[src/rtl/uart_prog_loader_pkg.sv]
// Shared types and defaults for the UART program loader and its byte receiver.
package uart_prog_loader_pkg;

    // Frame header byte that starts a program load.
    localparam logic [7:0] HDR_BYTE_DEF = 8'hA5;

    // Loader FSM: CPU held in HALT/DATA/CSUM, released only in RUN.
    typedef enum logic [1:0] {
        HALT = 2'd0,
        DATA = 2'd1,
        CSUM = 2'd2,
        RUN  = 2'd3
    } ld_state_t;

    // UART receiver FSM.
    typedef enum logic [1:0] {
        RX_IDLE  = 2'd0,
        RX_START = 2'd1,
        RX_DATA  = 2'd2,
        RX_STOP  = 2'd3
    } rx_state_t;

endpackage

[src/rtl/uart_prog_loader_rx.sv]
// 8N1 UART byte receiver: synchronises rx, checks mid-start-bit, samples
// eight data bits LSB first at bit centres, and reports each byte as either
// valid (stop bit high) or framing error (stop bit low) for one clock.
module uart_rx_byte
    import uart_prog_loader_pkg::*;
#(
    parameter int CLKS_PER_BIT = 104
) (
    input  logic       clk,
    input  logic       reset,
    input  logic       rx,
    output logic [7:0] rx_byte,
    output logic       byte_valid,
    output logic       byte_ferr
);

    localparam int BAUD_W = $clog2(CLKS_PER_BIT);
    localparam logic [BAUD_W-1:0] BAUD_LAST = BAUD_W'(CLKS_PER_BIT - 1);
    localparam logic [BAUD_W-1:0] HALF_LAST = BAUD_W'(CLKS_PER_BIT / 2 - 1);

    logic        rx_s1_q, rx_s2_q;
    rx_state_t   state_q, state_d;
    logic [BAUD_W-1:0] baud_q, baud_d;
    logic [2:0]  bit_q, bit_d;
    logic [7:0]  shift_q, shift_d;
    logic        valid_q, valid_d;
    logic        ferr_q, ferr_d;

    // Two-flop synchroniser; idles high so reset does not look like a start bit.
    always_ff @(posedge clk or posedge reset) begin
        if (reset) begin
            rx_s1_q <= 1'b1;
            rx_s2_q <= 1'b1;
        end else begin
            rx_s1_q <= rx;
            rx_s2_q <= rx_s1_q;
        end
    end

    // Receiver state, counters and registered byte strobes.
    always_ff @(posedge clk or posedge reset) begin
        if (reset) begin
            state_q <= RX_IDLE;
            baud_q  <= '0;
            bit_q   <= '0;
            shift_q <= '0;
            valid_q <= 1'b0;
            ferr_q  <= 1'b0;
        end else begin
            state_q <= state_d;
            baud_q  <= baud_d;
            bit_q   <= bit_d;
            shift_q <= shift_d;
            valid_q <= valid_d;
            ferr_q  <= ferr_d;
        end
    end

    // Next-state logic: half a bit to the start-bit centre, then whole bits.
    always_comb begin
        state_d = state_q;
        baud_d  = baud_q;
        bit_d   = bit_q;
        shift_d = shift_q;
        valid_d = 1'b0;
        ferr_d  = 1'b0;
        unique case (state_q)
            RX_IDLE: begin
                baud_d = '0;
                if (!rx_s2_q) state_d = RX_START;
            end
            RX_START: begin
                if (baud_q == HALF_LAST) begin
                    baud_d  = '0;
                    bit_d   = '0;
                    // Line back high by the start-bit centre: treat as a glitch.
                    state_d = rx_s2_q ? RX_IDLE : RX_DATA;
                end else begin
                    baud_d = baud_q + 1'b1;
                end
            end
            RX_DATA: begin
                if (baud_q == BAUD_LAST) begin
                    baud_d  = '0;
                    shift_d = {rx_s2_q, shift_q[7:1]};
                    if (bit_q == 3'd7) state_d = RX_STOP;
                    else               bit_d   = bit_q + 1'b1;
                end else begin
                    baud_d = baud_q + 1'b1;
                end
            end
            RX_STOP: begin
                if (baud_q == BAUD_LAST) begin
                    baud_d  = '0;
                    valid_d = rx_s2_q;
                    ferr_d  = !rx_s2_q;
                    state_d = RX_IDLE;
                end else begin
                    baud_d = baud_q + 1'b1;
                end
            end
            default: state_d = RX_IDLE;
        endcase
    end

    assign rx_byte    = shift_q;
    assign byte_valid = valid_q;
    assign byte_ferr  = ferr_q;

endmodule

[src/rtl/uart_prog_loader.sv]
// Serial program loader: receives a header-framed, checksummed image over
// UART, writes it into the CPU RAM, and holds the CPU in reset until a
// verified image is in place.
module uart_prog_loader
    import uart_prog_loader_pkg::*;
#(
    parameter int         CLKS_PER_BIT = 104,
    parameter int         PROG_DEPTH   = 16,
    parameter int         ADDR_W       = 4,
    parameter logic [7:0] HDR_BYTE     = HDR_BYTE_DEF
) (
    input  logic              clk,
    input  logic              reset,
    input  logic              rx,
    output logic              prog,
    output logic [ADDR_W-1:0] addr,
    output logic [7:0]        programm_input,
    output logic              cpu_reset,
    output logic              busy,
    output logic              done,
    output logic              csum_err,
    output logic              frame_err
);

    localparam int CNT_W = ADDR_W + 1;
    localparam logic [CNT_W-1:0] CNT_LAST = CNT_W'(PROG_DEPTH - 1);

    logic [7:0] rx_byte;
    logic       byte_valid, byte_ferr;

    ld_state_t         state_q, state_d;
    logic [CNT_W-1:0]  cnt_q, cnt_d;
    logic [7:0]        sum_q, sum_d;
    logic              prog_q, prog_d;
    logic [ADDR_W-1:0] addr_q, addr_d;
    logic [7:0]        pin_q, pin_d;
    logic              cpu_reset_q, cpu_reset_d;
    logic              busy_q, busy_d;
    logic              done_q, done_d;
    logic              csum_err_q, csum_err_d;
    logic              frame_err_q, frame_err_d;

    uart_rx_byte #(
        .CLKS_PER_BIT(CLKS_PER_BIT)
    ) u_rx (
        .clk       (clk),
        .reset     (reset),
        .rx        (rx),
        .rx_byte   (rx_byte),
        .byte_valid(byte_valid),
        .byte_ferr (byte_ferr)
    );

    // Loader state, RAM write port and status registers.
    always_ff @(posedge clk or posedge reset) begin
        if (reset) begin
            state_q     <= HALT;
            cnt_q       <= '0;
            sum_q       <= '0;
            prog_q      <= 1'b0;
            addr_q      <= '0;
            pin_q       <= '0;
            cpu_reset_q <= 1'b1;
            busy_q      <= 1'b0;
            done_q      <= 1'b0;
            csum_err_q  <= 1'b0;
            frame_err_q <= 1'b0;
        end else begin
            state_q     <= state_d;
            cnt_q       <= cnt_d;
            sum_q       <= sum_d;
            prog_q      <= prog_d;
            addr_q      <= addr_d;
            pin_q       <= pin_d;
            cpu_reset_q <= cpu_reset_d;
            busy_q      <= busy_d;
            done_q      <= done_d;
            csum_err_q  <= csum_err_d;
            frame_err_q <= frame_err_d;
        end
    end

    // Loader FSM; status outputs are registered from the next state so they
    // change on the same edge as the state itself.
    always_comb begin
        state_d     = state_q;
        cnt_d       = cnt_q;
        sum_d       = sum_q;
        prog_d      = 1'b0;
        addr_d      = addr_q;
        pin_d       = pin_q;
        done_d      = 1'b0;
        csum_err_d  = csum_err_q;
        frame_err_d = frame_err_q;
        unique case (state_q)
            HALT, RUN: begin
                // Only a clean header starts a load; anything else is ignored.
                if (byte_valid && rx_byte == HDR_BYTE) begin
                    state_d     = DATA;
                    cnt_d       = '0;
                    sum_d       = '0;
                    csum_err_d  = 1'b0;
                    frame_err_d = 1'b0;
                end
            end
            DATA: begin
                if (byte_ferr) begin
                    state_d     = HALT;
                    frame_err_d = 1'b1;
                end else if (byte_valid) begin
                    prog_d = 1'b1;
                    addr_d = cnt_q[ADDR_W-1:0];
                    pin_d  = rx_byte;
                    sum_d  = sum_q + rx_byte;
                    cnt_d  = cnt_q + 1'b1;
                    if (cnt_q == CNT_LAST) state_d = CSUM;
                end
            end
            CSUM: begin
                if (byte_ferr) begin
                    state_d     = HALT;
                    frame_err_d = 1'b1;
                end else if (byte_valid) begin
                    if (rx_byte == sum_q) begin
                        state_d = RUN;
                        done_d  = 1'b1;
                    end else begin
                        state_d    = HALT;
                        csum_err_d = 1'b1;
                    end
                end
            end
            default: state_d = HALT;
        endcase
        cpu_reset_d = (state_d != RUN);
        busy_d      = (state_d == DATA) || (state_d == CSUM);
    end

    assign prog           = prog_q;
    assign addr           = addr_q;
    assign programm_input = pin_q;
    assign cpu_reset      = cpu_reset_q;
    assign busy           = busy_q;
    assign done           = done_q;
    assign csum_err       = csum_err_q;
    assign frame_err      = frame_err_q;

endmodule
[config.mk]
export PLATFORM = sky130hd
export DESIGN_NAME = uart_prog_loader
export DESIGN_NICKNAME = d
export VERILOG_FILES = /design/src/rtl/uart_prog_loader_pkg.sv /design/src/rtl/uart_prog_loader_rx.sv /design/src/rtl/uart_prog_loader.sv
export SDC_FILE = /design/constraint.sdc
export NUM_CORES = 1
export LEC_CHECK = 0
export CORE_MARGIN = 2
export CORE_UTILIZATION = 55
export DETAILED_ROUTE_END_ITERATION = 6
export PLACE_DENSITY = 0.72
export SLEW_MARGIN = 20
export SYNTH_ARGS = -nofsm -noshare
export SYNTH_HDL_FRONTEND = slang
export SYNTH_SLANG_ARGS = --single-unit
[constraint.sdc]
create_clock -name clk -period 4.1 [get_ports clk]
set_input_delay 0.82 -clock clk [delete_from_list [all_inputs] [get_ports clk]]
set_output_delay 0.82 -clock clk [all_outputs]
set_load 0.01 [all_outputs]
==> flow_results.xml, run 1 <==
<?xml version="1.0" encoding="UTF-8"?>
<metrics>
  <group name="outcome">
    <metric name="run_status" unit="">completed</metric>
  </group>
  <group name="timing">
    <metric name="final-setup-viol-count" unit="">0</metric>
    <metric name="setup_tns" unit="ns">0</metric>
    <metric name="unrepaired_setup_endpoints_after_global_routing" unit="">false</metric>
    <metric name="fmax" unit="MHz">418.4</metric>
    <metric name="drv_slew" unit="">0</metric>
    <metric name="min_period_over_period" unit="%">58.29</metric>
    <metric name="worst_slew_margin_rel" unit="%">49.77</metric>
    <metric name="max_slew.worst_pin.slew" unit="ns">0.7523</metric>
    <metric name="clock-skew-final" unit="ns">0.01339</metric>
    <metric name="layout_min_cycle_time" unit="ns">2.390</metric>
    <metric name="finalHoldWorstSlack" unit="ns">0.3552</metric>
    <metric name="timing_hold_violations_final" unit="">0</metric>
  </group>
  <group name="synthesis">
    <metric name="synthesized_netlist_cell_count" unit="">267</metric>
    <metric name="synth_top_flop_cell" unit="">sky130_fd_sc_hd__dfrtp_1</metric>
    <metric name="synth_enable_flop_cells" unit="">0</metric>
    <metric name="post-synth-top-area-fraction" unit="%">47.70</metric>
    <metric name="synthesis.nets" unit="">286</metric>
    <metric name="yosys-top-cells-area" unit="">sky130_fd_sc_hd__dfrtp_1 (48%), sky130_fd_sc_hd__ha_1 (6.6%), sky130_fd_sc_hd__nand2_1 (5.4%)</metric>
    <metric name="synth.largest_area_cell" unit="">sky130_fd_sc_hd__dfrtp_1</metric>
    <metric name="synth.lib_cells_used.distinct" unit="">46</metric>
    <metric name="synth_area" unit="mm^2">0.002833</metric>
    <metric name="postSynthRegisterBits" unit="">57</metric>
    <metric name="synth_area_per_cell" unit="um^2">10.61</metric>
    <metric name="synth-seq-area-share" unit="%">50.49</metric>
    <metric name="postSynth.asyncResetShare" unit="%">100.0</metric>
    <metric name="yosysWarningCount" unit="">0</metric>
  </group>
  <group name="setup_path">
    <metric name="critPathMaxStageDelay" unit="ns">0.44</metric>
    <metric name="crit_path_max_fanout" unit="">8</metric>
    <metric name="cpMaxStageDelayCell" unit="">sky130_fd_sc_hd__ha_1</metric>
    <metric name="critPathLaunch" unit="">u_rx.rx_byte[5]</metric>
    <metric name="timing.critical_path.max_delay_family" unit="">adder cells</metric>
    <metric name="startpoint_type" unit="">flip-flop</metric>
    <metric name="reg2regPathDepth" unit="">7</metric>
    <metric name="worstPathRequired" unit="ns">4.32</metric>
    <metric name="critical_path_destination" unit="">busy</metric>
    <metric name="setup.worst_path.end_class" unit="">flip-flop</metric>
    <metric name="arrival" unit="ns">2.61</metric>
    <metric name="critical_path.n_buffers_inverters" unit="">0</metric>
    <metric name="critical_path.most_common_cell" unit="">sky130_fd_sc_hd__ha_1</metric>
    <metric name="r2r_endpoint" unit="">busy</metric>
    <metric name="crit_cells" unit="">7</metric>
    <metric name="start_of_the_worst_register_to_register_path" unit="">u_rx.rx_byte[5]</metric>
    <metric name="worst-setup-path-type" unit="">flip-flop to flip-flop</metric>
    <metric name="worstPathCellList" unit="">ha_1 &gt; nor4_1 &gt; and3_1 &gt; o21a_1 &gt; a31oi_1 &gt; o41ai_1 &gt; ha_1</metric>
    <metric name="r2r_slack" unit="ns">1.71</metric>
  </group>
  <group name="final_layout">
    <metric name="antenna-diode-count" unit="">0</metric>
    <metric name="nNetsFinal" unit="">310</metric>
    <metric name="final_common_cell" unit="">sky130_fd_sc_hd__dfrtp_1</metric>
    <metric name="final_cell_mix" unit="">sky130_fd_sc_hd__dfrtp_1 (54), sky130_fd_sc_hd__nand2_1 (41), sky130_fd_sc_hd__clkdlybuf4s50_1 (20)</metric>
    <metric name="flow.area_growth_from_synthesis" unit="%">16.70</metric>
    <metric name="post_route_cells_drive_above_1_share" unit="%">15.20</metric>
  </group>
  <group name="placement">
    <metric name="gp_routability_congestion" unit="">0.7951</metric>
    <metric name="placement.io_buffers" unit="">20</metric>
    <metric name="dp.final_hpwl" unit="mm">3.811</metric>
  </group>
  <group name="power_and_ir_drop">
    <metric name="leakagePower" unit="nW">1.568</metric>
    <metric name="cellPowerDensity" unit="mW/mm^2">345.6</metric>
    <metric name="worst_ir_drop_vdd" unit="V">0.0002801</metric>
  </group>
  <group name="global_routing">
    <metric name="globalRouteMet2Util" unit="%">33.91</metric>
    <metric name="grt_max_degree" unit="">38</metric>
    <metric name="gr-usage-all-layers" unit="%">22.12</metric>
    <metric name="antenna_found_initial" unit="">0</metric>
    <metric name="gr-usage-met1" unit="%">28.90</metric>
    <metric name="busiest_layer" unit="">met2</metric>
    <metric name="first_pass_grt_wire_length" unit="mm">9.349</metric>
    <metric name="via_count_of_the_first_global_routing_pass" unit="">1987</metric>
    <metric name="grt_overflow" unit="">0</metric>
    <metric name="grt.met3_usage" unit="%">4.365</metric>
  </group>
  <group name="routing">
    <metric name="via_per_instance_ratio" unit="">5.615</metric>
    <metric name="drt_iter0_markers" unit="">184</metric>
    <metric name="dr_total_vias" unit="">2055</metric>
    <metric name="final_routed_wirelength_across_all_metal_layers" unit="mm">5.464</metric>
    <metric name="drt_wl_cell" unit="um">14.93</metric>
    <metric name="post-route-drc-count" unit="">0</metric>
    <metric name="postRouteAntennaNets" unit="">0</metric>
    <metric name="firstDrtPassIters" unit="">4</metric>
  </group>
  <group name="floorplan">
    <metric name="initial_util" unit="%">56.18</metric>
    <metric name="die-area" unit="mm^2">0.005740</metric>
    <metric name="top_level_ports" unit="">21</metric>
    <metric name="die_w" unit="um">75.77</metric>
    <metric name="coreArea" unit="mm^2">0.005042</metric>
    <metric name="die_h" unit="um">75.77</metric>
    <metric name="cell_row_count" unit="">26</metric>
  </group>
  <group name="cts">
    <metric name="numCtsBuffers" unit="">9</metric>
    <metric name="h_tree_depth_reported_by_cts" unit="">3</metric>
    <metric name="cts_setup_buffers" unit="">0</metric>
    <metric name="tritoncts_num_sinks" unit="">57</metric>
    <metric name="path_clk_slew" unit="ns">0.06</metric>
    <metric name="cts.root.buffer_cell" unit="">sky130_fd_sc_hd__clkbuf_8</metric>
    <metric name="insertion_delay" unit="ns">0.34</metric>
    <metric name="clock_path_buffers" unit="">2</metric>
    <metric name="post_cts_hold_buffer_count" unit="">0</metric>
    <metric name="cts-resized-gates" unit="">0</metric>
    <metric name="tritoncts" unit="">yes</metric>
  </group>
  <group name="worst_hold_path">
    <metric name="worst_hold_startpoint" unit="">u_rx.rx_s1_q</metric>
    <metric name="min-delay-path-class" unit="">flip-flop to flip-flop</metric>
  </group>
  <group name="job">
    <metric name="drv_cap" unit="">0</metric>
  </group>
</metrics>
==> power by group <==
part           leakage [nW]  internal, W  switching (W)
combinational         0.684   0.00000269      0.0000114
sequential            0.771     0.000564    0.000000581
clock                 0.113     0.000346       0.000217
==> per-stage QoR <==
stage                     utilization [%]  instance area, um^2  std cells  setup slack (ns)  total power, W
final                               65.56                 3306        366             1.710        0.001142
after global routing                65.56                 3306        366             1.525        0.001181
after CTS                           65.56                 3306        366             1.702        0.001155
after detailed placement            61.24                 3088        350             1.701       0.0005903
after global placement              61.24                 3088        350             1.732       0.0005903
after floorplan                         -                 2833        267             1.885       0.0005840
==> registers in the layout, indices dropped and copies added, names as in the netlist, 2 cells and up, named ones only <==
signal	count
programm_input	8
u_rx.baud_q	7
state_q	2
sum_q	8
u_rx.bit_q	3
addr	4
cnt_q	5
u_rx.rx_byte	8
==> synthesized netlist by cell type, drive strengths merged, types with 3 or more instances <==
cell / number
a31oi: 3
mux2: 13
xnor2: 4
nand2: 41
a21oi: 13
and3: 3
nand3: 4
dfstp: 3
o31ai: 6
clkbuf: 5
nand3b: 3
nor3: 9
buf: 3
nand4: 3
inv: 16
dfrtp: 54
a22o: 6
ha: 15
xor2: 4
o21ai: 16
nor2: 16
==> final cells by class <==
type,instances,area (um^2)
fillers,423,1737
flip-flops and latches,57,1430
multi-input cells,186,1303
repair buffers,21,207.7
clock buffers,14,182.7
well taps,70,87.58
inverters,16,60.06
clock inverters,2,35.03
==> per-layer routing <==
layer	vias up	part of all wire, %	routed length, um
met3	14	3.3	183
met1	998	47	2547
met5	-	0	0
met4	0	3.3	180
li1	997	-	-
met2	46	47	2553
==> worst min path at each step <==
stage,endpoint,slack [ns],cells past startpoint
2_1_floorplan,u_rx.rx_s2_q,0.35,0
3_3_place_gp,u_rx.rx_s2_q,0.35,0
3_5_place_dp,u_rx.rx_s2_q,0.35,0
4_1_cts,u_rx.rx_s2_q,0.36,0
5_1_grt,u_rx.rx_s2_q,0.36,0
6_report,u_rx.rx_s2_q,0.36,0
==> worst reg2reg max path, stage by stage (launching register included) <==
cell	delay, ns
sky130_fd_sc_hd__dfrtp_1	0.43
sky130_fd_sc_hd__ha_1	0.44
sky130_fd_sc_hd__nor4_1	0.30
sky130_fd_sc_hd__and3_1	0.28
sky130_fd_sc_hd__o21a_1	0.13
sky130_fd_sc_hd__a31oi_1	0.05
sky130_fd_sc_hd__o41ai_1	0.36
sky130_fd_sc_hd__ha_1	0.29
==> kinds of logic after synthesis <==
family | synth area share, %
and+or+nand+nor | 15.72
AOI/OAI and AO/OA | 14.93
DFF | 50.49
buffers and inverters | 3.534
adders and majority gates | 7.332
muxes | 5.521
xor gates and xnor gates | 2.473
Note: power is estimated with default switching activity, not from simulation.
==> run 2, diff against run 1 <==
==> constraint.sdc (replaced) <==
create_clock -name clk -period 2.5 [get_ports clk]
set_input_delay 0.5 -clock clk [delete_from_list [all_inputs] [get_ports clk]]
set_output_delay 0.5 -clock clk [all_outputs]
set_load 0.01 [all_outputs]
==> run 2 against run 1 <==
Against the previous run:
- register-to-register slack worse by 1.5 ns
- count of clock-buffer cells in the layout is 1 higher
- global-route usage is 0.39 points higher
- sequential share of layout area hardly changed
- via count is 0.78% lower
- worst setup slack worse by 1.5 ns
- sequential cell count stayed put
- fmax is 6.0% higher
- utilization is 0.074 points higher
- critical path depth stayed put
- critical endpoint unchanged
- largest cell class unchanged
- highest routed layer unchanged
==> flow_results.xml, run 2 (synthesis gave the netlist of run 1 again) <==
<?xml version="1.0" encoding="UTF-8"?>
<metrics>
  <group name="floorplan">
    <metric name="coreArea" unit="mm^2">0.005042</metric>
    <metric name="initial_util" unit="%">56.18</metric>
    <metric name="cell_row_count" unit="">26</metric>
    <metric name="die_h" unit="um">75.77</metric>
    <metric name="top_level_ports" unit="">21</metric>
    <metric name="die-area" unit="mm^2">0.005740</metric>
    <metric name="die_w" unit="um">75.77</metric>
  </group>
  <group name="final_layout">
    <metric name="layout.cell_area.non_filler" unit="mm^2">0.003309</metric>
    <metric name="final_common_cell" unit="">sky130_fd_sc_hd__dfrtp_1</metric>
    <metric name="final_cell_mix" unit="">sky130_fd_sc_hd__dfrtp_1 (54), sky130_fd_sc_hd__nand2_1 (41), sky130_fd_sc_hd__clkdlybuf4s50_1 (20)</metric>
    <metric name="multi_input_comb_area" unit="mm^2">0.001303</metric>
    <metric name="final-instance-count-excl-fill" unit="">371</metric>
    <metric name="flow.area_growth_from_synthesis" unit="%">16.83</metric>
    <metric name="num-fill-cells" unit="">400</metric>
    <metric name="post_route_cells_drive_above_1_share" unit="%">15.61</metric>
    <metric name="sequential_cell_area" unit="mm^2">0.001430</metric>
    <metric name="nNetsFinal" unit="">315</metric>
    <metric name="antenna-diode-count" unit="">0</metric>
  </group>
  <group name="timing">
    <metric name="fmax" unit="MHz">443.3</metric>
    <metric name="setup_tns" unit="ns">0</metric>
    <metric name="min_period_over_period" unit="%">90.22</metric>
    <metric name="drv_slew" unit="">0</metric>
    <metric name="timing_hold_violations_final" unit="">0</metric>
    <metric name="unrepaired_setup_endpoints_after_global_routing" unit="">false</metric>
    <metric name="layout_min_cycle_time" unit="ns">2.256</metric>
    <metric name="worst_slew_margin_rel" unit="%">65.46</metric>
    <metric name="final-setup-viol-count" unit="">0</metric>
    <metric name="max_slew.worst_pin.slew" unit="ns">0.5143</metric>
    <metric name="clock-skew-final" unit="ns">0.008766</metric>
    <metric name="post-route-worst-setup-slack" unit="ns">0.2444</metric>
  </group>
  <group name="global_routing">
    <metric name="grt_max_degree" unit="">28</metric>
    <metric name="first_pass_grt_wire_length" unit="mm">9.308</metric>
    <metric name="gr-usage-all-layers" unit="%">22.51</metric>
    <metric name="antenna_found_initial" unit="">0</metric>
    <metric name="grt_overflow" unit="">0</metric>
    <metric name="via_count_of_the_first_global_routing_pass" unit="">1929</metric>
  </group>
  <group name="cts">
    <metric name="h_tree_depth_reported_by_cts" unit="">3</metric>
    <metric name="cts_setup_buffers" unit="">0</metric>
    <metric name="cts-resized-gates" unit="">0</metric>
    <metric name="insertion_delay" unit="ns">0.33</metric>
    <metric name="tritoncts_num_sinks" unit="">57</metric>
    <metric name="numCtsBuffers" unit="">9</metric>
    <metric name="path_clk_slew" unit="ns">0.06</metric>
    <metric name="post_cts_hold_buffer_count" unit="">0</metric>
    <metric name="tritoncts" unit="">yes</metric>
    <metric name="cts.root.buffer_cell" unit="">sky130_fd_sc_hd__clkbuf_8</metric>
    <metric name="clock_path_buffers" unit="">2</metric>
  </group>
  <group name="placement">
    <metric name="placement.setup.worst_slack" unit="ns">0.2413</metric>
    <metric name="dp.final_hpwl" unit="mm">3.860</metric>
    <metric name="gp_routability_congestion" unit="">0.9915</metric>
    <metric name="placement.io_buffers" unit="">20</metric>
    <metric name="placed_cells" unit="">355</metric>
    <metric name="detailed_place.area" unit="mm^2">0.003138</metric>
  </group>
  <group name="routing">
    <metric name="drt_iter0_markers" unit="">211</metric>
    <metric name="post-route-drc-count" unit="">0</metric>
    <metric name="postRouteAntennaNets" unit="">0</metric>
    <metric name="firstDrtPassIters" unit="">5</metric>
    <metric name="via_per_instance_ratio" unit="">5.496</metric>
    <metric name="drt_wl_cell" unit="um">14.49</metric>
    <metric name="dr_total_vias" unit="">2039</metric>
    <metric name="final_routed_wirelength_across_all_metal_layers" unit="mm">5.377</metric>
  </group>
  <group name="setup_path">
    <metric name="crit_path_max_fanout" unit="">5</metric>
    <metric name="setup.worst_path.end_class" unit="">flip-flop</metric>
    <metric name="arrival" unit="ns">2.47</metric>
    <metric name="worst-setup-path-type" unit="">flip-flop to flip-flop</metric>
    <metric name="startpoint_type" unit="">flip-flop</metric>
    <metric name="worstPathRequired" unit="ns">2.72</metric>
  </group>
  <group name="power_and_ir_drop">
    <metric name="totalPowerFinal" unit="W">0.001704</metric>
    <metric name="leakagePower" unit="nW">1.572</metric>
    <metric name="worst_ir_drop_vdd" unit="V">0.0003766</metric>
    <metric name="cellPowerDensity" unit="mW/mm^2">514.9</metric>
  </group>
  <group name="worst_hold_path">
    <metric name="min-delay-path-class" unit="">flip-flop to flip-flop</metric>
  </group>
  <group name="job">
    <metric name="drv_cap" unit="">0</metric>
  </group>
  <group name="outcome">
    <metric name="run_status" unit="">completed</metric>
  </group>
</metrics>
-- run 2: cell count changes in the layout (fill, tap and decap cells not counted), sizes merged --
| cell | before | now |
|---|---|---|
| buf | 1 | 6 |
| bufinv | 1 | 0 |
| clkbuf | 14 | 15 |
-- run 2: report_power, final --
part | switching, W | internal [W]
combinational | 0.0000192 | 0.00000756
clock | 0.000337 | 0.000414
sequential | 0.000000890 | 0.000926
-- run 2: critical path, stage by stage, from the launching register on --
cell and delay, ns:
sky130_fd_sc_hd__dfrtp_1 0.42, sky130_fd_sc_hd__ha_1 0.38, sky130_fd_sc_hd__nor4_1 0.27, sky130_fd_sc_hd__and3_1 0.27, sky130_fd_sc_hd__o21a_1 0.13, sky130_fd_sc_hd__a31oi_1 0.05, sky130_fd_sc_hd__o41ai_1 0.34, sky130_fd_sc_hd__ha_1 0.29
-- run 2: layer usage --
layer  part of all wire (%)  GRT usage, %
met5                      0             0
met3                    3.7         6.481
met2                     45         31.90
met4                    2.4         11.89
met1                     49         31.27
-- run 2: through the flow --
step	utilization, %	hold slack [ns]
after global placement	62.23	0.3466
after global routing	65.63	0.3583
after floorplan	-	0.3452
final	65.63	0.3564
after CTS	65.63	0.3571
after detailed placement	62.23	0.3488
-- run 2: final cells by class --
| type | instances | share of cell area (%) |
|---|---|---|
| Inverter | 16 | 1.815 |
| Timing Repair Buffer | 26 | 7.788 |
| Multi-Input combinational cell | 186 | 39.36 |
| Clock inverter | 1 | 0.1512 |
| Tap cell | 70 | 2.647 |
| Sequential cell | 57 | 43.21 |
| Clock buffer | 15 | 5.028 |
-- run 2: path summary, 6_finish.rpt --
path                                 start           endpoint  slack [ns]  cells after the start
max in group asynchronous            reset          cpu_reset        1.43                      3
min in group asynchronous            reset  programm_input[4]        0.48                      2
setup / recovery           u_rx.rx_byte[2]               busy        0.24                      7
setup reg to reg           u_rx.rx_byte[2]               busy        0.24                      7
hold / removal                u_rx.rx_s1_q       u_rx.rx_s2_q        0.36                      0
hold reg to reg               u_rx.rx_s1_q       u_rx.rx_s2_q        0.36                      0
